### src/rtl/spi_sdo_tx.sv
// spi_sdo_tx: SPI mode-0 slave transmit path; FIFO-fed bytes shifted MSB first on sdo,
// with spiClk and ce oversampled in the clk domain.
module spi_sdo_tx #(
   parameter int DEPTH = 16,
   parameter logic [7:0] FILL = 8'h00
) (
   input  logic                       clk,
   input  logic                       nreset,
   input  logic                       spiClk,
   input  logic                       ce,
   output logic                       sdo,
   input  logic [7:0]                 wrData,
   input  logic                       wrValid,
   output logic                       wrReady,
   output logic [$clog2(DEPTH+1)-1:0] fifoCount,
   output logic                       busy,
   output logic                       byteDone,
   output logic                       underrun
);
   localparam int AW = $clog2(DEPTH);
   localparam int CW = $clog2(DEPTH + 1);
   typedef enum logic {IDLE, SHIFT} stateT;
   stateT state, stateNxt;
   logic [2:0] sckS, ceS;
   logic [1:0] vld;
   logic armed, sclkRise, sclkFall, ceRise, ceFall;
   logic [7:0] mem [DEPTH];
   logic [AW-1:0] wrPtr, rdPtr;
   logic empty, push, pop, load, fromFifo, fromNxt;
   logic [7:0] shiftReg, shiftNxt;
   logic [3:0] bitCnt, cntNxt;
   assign sclkRise = sckS[1] & ~sckS[2];
   assign sclkFall = ~sckS[1] & sckS[2];
   // armed blocks a ce level already high at reset release from looking like a rising edge
   assign ceRise = armed & ceS[1] & ~ceS[2];
   assign ceFall = ~ceS[1] & ceS[2];
   assign empty = fifoCount == '0;
   assign wrReady = fifoCount != CW'(DEPTH);
   assign push = wrValid & wrReady;
   assign busy = state == SHIFT;
   assign sdo = busy & shiftReg[7];
   always_ff @(posedge clk or negedge nreset)
      if (!nreset) begin
         sckS      <= '0;
         ceS       <= '0;
         vld       <= '0;
         armed     <= 1'b0;
         wrPtr     <= '0;
         rdPtr     <= '0;
         fifoCount <= '0;
         state     <= IDLE;
         shiftReg  <= '0;
         bitCnt    <= '0;
         fromFifo  <= 1'b0;
      end else begin
         sckS      <= {sckS[1:0], spiClk};
         ceS       <= {ceS[1:0], ce};
         vld       <= {vld[0], 1'b1};
         armed     <= armed | (vld[1] & ~ceS[1]);
         wrPtr     <= wrPtr + AW'(push);
         rdPtr     <= rdPtr + AW'(pop);
         fifoCount <= fifoCount + CW'(push) - CW'(pop);
         state     <= stateNxt;
         shiftReg  <= shiftNxt;
         bitCnt    <= cntNxt;
         fromFifo  <= fromNxt;
      end
   always_ff @(posedge clk)
      if (push) mem[wrPtr] <= wrData;
   // the head is only popped on the first rising edge, so an unclocked byte survives ceFall
   always_comb begin
      stateNxt = state;
      shiftNxt = shiftReg;
      cntNxt   = bitCnt;
      fromNxt  = fromFifo;
      pop      = 1'b0;
      load     = 1'b0;
      byteDone = 1'b0;
      underrun = 1'b0;
      if (state == IDLE) begin
         if (ceRise) begin
            load     = 1'b1;
            cntNxt   = '0;
            stateNxt = SHIFT;
         end
      end else if (ceFall) begin
         stateNxt = IDLE;
      end else if (sclkRise && bitCnt < 4'd8) begin
         cntNxt   = bitCnt + 4'd1;
         pop      = bitCnt == 4'd0 && fromFifo;
         byteDone = bitCnt == 4'd7;
      end else if (sclkFall) begin
         if (bitCnt == 4'd8) begin
            load   = 1'b1;
            cntNxt = '0;
         end else begin
            shiftNxt = shiftReg << 1;
         end
      end
      if (load) begin
         shiftNxt = empty ? FILL : mem[rdPtr];
         fromNxt  = !empty;
         underrun = empty;
      end
   end
endmodule

### config.mk
export PLATFORM = sky130hd
export DESIGN_NAME = spi_sdo_tx
export DESIGN_NICKNAME = d
export VERILOG_FILES = /design/src/rtl/spi_sdo_tx.sv
export SDC_FILE = /design/constraint.sdc
export NUM_CORES = 1
export LEC_CHECK = 0
export ABC_CLOCK_PERIOD_IN_PS = 3600
export CAP_MARGIN = 0
export CORE_ASPECT_RATIO = 1.2
export CORE_MARGIN = 2
export CORE_UTILIZATION = 40
export CTS_CLUSTER_DIAMETER = 80
export DETAILED_ROUTE_END_ITERATION = 10
export GPL_TIMING_DRIVEN = 1
export PLACE_DENSITY_LB_ADDON = 0.25
export SKIP_CTS_REPAIR_TIMING = 1
export SYNTH_ARGS = -nofsm -noshare
export SYNTH_HDL_FRONTEND = slang
export SYNTH_SLANG_ARGS = --single-unit
### constraint.sdc
create_clock -name clk -period 3.6 [get_ports clk]
set_input_delay 0.72 -clock clk [delete_from_list [all_inputs] [get_ports clk]]
set_output_delay 0.72 -clock clk [all_outputs]
set_load 0.05 [all_outputs]
* Word-level counts from Yosys, hierarchy flattened
Memories as Yosys holds them, arrays and structs flattened.
Cells that the tools add are included.
** Storage, ports and cells
- Flip-flop bits (word level) :: 36
- Bits in writable memories :: 128
- Input port bits :: 13
- Output and inout port bits :: 10
- Memories kept :: 1
** Operators by class
- Add/subtract/negate cells :: 5
- Magnitude comparators :: 1
- Equality and inequality tests :: 9
- Mux-type cells :: 30
- Bitwise gates (word level) :: 13
- Reduce and logical (&&, ||, !) cells :: 10
** Memory list
- mem :: words 16, width 8, read ports 1, clocked after Yosys merged registers in 0, wr ports 1, RTL line 27 : logic [7:0] mem [DEPTH];
** Operator list (number)
- $mux 8 :: 7
- $mux 4 :: 6
- $mux 1 :: 17
- $add 4x1->4 :: 2
- $and 1x1->1 :: 8
- $ne 2x2->1 const B :: 3
- $ne 3x1->1 const B :: 2
- $reduce_bool 2->1 :: 3
- $add 5x1->5 :: 1
- $logic_not 5->1 :: 1
- $ne 5x5->1 const B :: 1
- $reduce_and 5->1 :: 1
- $sub 5x1->5 :: 1
- $add 4x1->4 const B :: 1
- $eq 4x3->1 const B :: 1
- $eq 4x4->1 const B :: 1
- $logic_not 4->1 :: 1
- $lt 4x4->1 const B :: 1
- $not 1->1 :: 4
- $reduce_and 4->1 :: 1
- $logic_and 1x1->1 :: 2
- $ne 2x1->1 const B :: 1
- $logic_not 1->1 :: 1
- $or 1x1->1 :: 1

* Logic depth before layout (Yosys ltp)
- Depth after elaboration :: 8
- Mapped depth :: 14

* Worst setup path after synthesis
No wires, ideal clock.
- Path type :: register -> register
- Start point :: reg fifoCount[2]
- End point :: reg fifoCount[4]
- Setup time :: 0.126 ns
- Data arrival time :: 2.815 ns
- Data required time :: 3.474 ns
- Setup slack :: 0.659 ns
- Cell stages (with the launch flop) :: 15
- Path through :: dfrtp_1 inv_1 ha_1 nand3_1 nand2_1 ha_1 inv_1 ha_1 inv_1 fa_1 inv_1 a21oi_1 nor2_1 nor2_1 xnor2_1
** Between the ends
- Word-level cells in the longest chain between the ends :: 4
** Ends and longest elaborated chain
- from (decl) :: RTL line 15 : output logic [$clog2(DEPTH+1)-1:0] fifoCount,
- from (signal assigned) :: RTL line 62 : fifoCount <= fifoCount + CW'(push) - CW'(pop);
- $ne 5x5->1 :: RTL line 38 : assign wrReady = fifoCount != CW'(DEPTH);
- via wrReady :: RTL line 14 : output logic wrReady,
- $and 1x1->1 :: RTL line 39 : assign push = wrValid & wrReady;
- $add 5x1->5 :: RTL line 62
- $sub 5x1->5 :: RTL line 62
The timed path passes the listed nets, and every way through them passes these cells.
A chain may end at the register's enable or synchronous reset.

* Worst setup path in the final report
- Start point :: reg bitCnt[3]
- End point :: out byteDone
** Between the ends
- Word-level cells in the longest chain between the ends :: 5
** Ends and longest elaborated chain
- from (decl) :: RTL line 31 : logic [3:0] bitCnt, cntNxt;
- from (signal assigned) :: RTL line 65 : bitCnt <= cntNxt;
- $lt 4x4->1 :: RTL line 88 : end else if (sclkRise && bitCnt < 4'd8) begin
- $logic_and 1x1->1 :: RTL line 88
- $mux 1 * :: RTL line 88
- $mux 1 * :: RTL line 86 : end else if (ceFall) begin
- $mux 1 * :: RTL line 80 : if (state == IDLE) begin
- to (decl) :: RTL line 17 : output logic byteDone,
Every way passes the cells marked *; elsewhere a longest branch is shown, timed or not.

==> metrics.cfg <==
[clock_tree]
cts_buffer_depth = 2
clock_latency_ps = 410
cts.sinks = 164
cts.htree.levels = 4
cts_tree = built
clk_pin_slew_ps = 70
numCtsBuffers = 17
clockRootBuffer = clkbuf_16

[timing]
whs_ps = 352
setup_viol = 0
max_freq_mhz = 305
setup_tns_ps = 0
hold_violations = 0
finalMaxSlewViolations = 0
rsz0062_at_grt = no
period_needed_ps = 3270
skew_ps = 6.15
tightest_slew_ps = 799
relSlewSlack = 0.468
fin_crit_sh = 0.909

[floorplanning]
start_util = 0.407
die_w_um = 121
die-area_um2 = 17500
core_um2 = 16200
io-pin-count = 23
die_h_um = 145
rows = 51

[setup_path]
endpoint_kind = primary output
cpPeakStageDelay_ps = 790
critical_path_class = flip-flop to primary output
startpoint_type = flip-flop
crit_arrival_ps = 2550
cp_data_required_time_ps = 2880
worstPathCellList = nor3b_1 > nand2_1 > a21oi_1 > and3_1 > clkdlybuf4s50_1
worst-path-buf-inv = 1
cp_slowest_cell = clkdlybuf4s50_1
regToRegSetupSlack_ps = 790
path_max_fanout = 4
crit_family = buffers and inverters

[status]
status = complete, no violations

[yosys]
synth.area.top_cells = edfxtp_1, dfrtp_1, mux4_1
synth_area_um2 = 6590
postSynthAreaPerCell_um2 = 18.3
syn-num-nets = 387
synth_top_cell_by_area = edfxtp_1
ys_seq_elements = 164
synth_top_area_frac = 0.583
syn_inst = 361
yosysSeqAreaShare = 0.720
synth_edf_count = 128
synth_cell_types = 44
synth_most_common_cell = edfxtp_1
synthFlopType = edfxtp_1
synth_common_cells = edfxtp_1, dfrtp_1, nor2_1
async_flop_share = 0.220
yosys_warnings = 0

[route]
drt_iter0_drc = 274
wirelength_mm = 12.2
dr_total_vias = 3255
wl_per_cell_um = 19.5
drt_pass1_iterations = 4
drt-vias-per-instance = 5.22
ant_nets = 0
drc_errors = 0

[global_route]
first_global_vias = 3277
antenna_found_initial = 0
grt_pass1_wl_mm = 18.9
grt_max_degree = 37
grt-ovfl-total = 0
grt_util_all_layers = 0.149

[place]
dp_hpwl_mm = 7.82
io_buffers = 22
gp_congestion = 0.791

[min_path]
hold_path_class = flip-flop to flip-flop

[flow_run]
cap_viol_max_count = 0

[layout]
diodes = 0
final_net_count = 425
fin_util = 0.474
area_delta_synth_final_pct = 16.6
drive_gt1_frac = 0.156

[power]
p_per_area_nw_per_um2 = 771
leakagePower_nw = 2.73
worst_ir_drop_vdd_v = 0.000348

[report_power, final]
group          leakage (nW)  internal [W]  switching (W)
registers              1.58       0.00233       0.000257
logic                 0.857      0.000679       0.000770
clock network         0.299       0.00112       0.000777
total                  2.73       0.00412        0.00180
[final timing paths]
check / start / endpoint / cells past startpoint
min: ceS[0] / ceS[1] / 0
max: bitCnt[3] / byteDone / 5
max reg2reg: bitCnt[3] / fifoCount[4] / 14
min reg2reg: ceS[0] / ceS[1] / 0
min in group asynchronous: nreset / fifoCount[4] / 1
max in group asynchronous: nreset / rdPtr[0] / 1
[layout by cell type (no fill, tap or decap), types with 4 or more instances in the layout]
master	count
buf_4	13
inv_8	4
dfrtp_1	35
nand3_1	6
clkbuf_16	17
inv_1	14
nand2_1	15
a21o_1	8
edfxtp_1	128
a31oi_1	6
nor2_1	25
mux4_1	17
xnor2_1	5
ha_1	12
nand3b_1	4
inv_6	4
nor3_1	4
a21oi_1	5
mux4_2	15
clkdlybuf4s50_1	21
a22oi_1	14
[routing by layer]
layer  global-route usage  up-vias  share of wire
met5                    0        -              0
met4               0.0665        0          0.025
met3               0.0363       13          0.028
met2                0.237       66           0.49
met1                0.195     1677           0.46
li1                     -     1499              -
[area by class of cell]
type / instances / area (um^2)
fillers: 1391 / 8520
flip-flops and latches: 164 / 4750
multi-input cells: 167 / 1700
clock buffers: 17 / 425
repair buffers: 35 / 313
well taps: 212 / 265
clock inverters: 14 / 191
inverters: 14 / 52.6
[stage by stage]
stage | instances | setup WS [ps] | power [W] | cell area, um^2
2_1_floorplan | 361 | 659 | 0.00365 | 6590
3_3_place_gp | 592 | 855 | 0.00407 | 7070
3_5_place_dp | 592 | 780 | 0.00409 | 7070
4_1_cts | 623 | 317 | 0.00598 | 7690
5_1_grt | 623 | 214 | 0.00620 | 7690
6_report | 623 | 326 | 0.00593 | 7690
[sequential cells by signal, indices dropped and copies added (netlist names)]
name / cells
busy: 1
fifoCount: 5
fromFifo: 1
wrPtr: 4
rdPtr: 4
shiftReg: 8
bitCnt: 4
ceS: 3
vld: 2
mem: 128
sckS: 3
armed: 1
[kinds of logic (layout without fill, tap and decap cells)]
family	count (synthesis)	in the layout	synth area share
DFF	164	164	0.720
AOI/OAI and AO/OA	44	44	0.0492
buffers and inverters	30	80	0.0230
other	1	1	0.000569
muxes	33	33	0.121
adders and majority gates	13	13	0.0258
xor gates and xnor gates	8	8	0.0106
and+or+nand+nor	68	68	0.0505
Power figures use the tool's default switching activity.
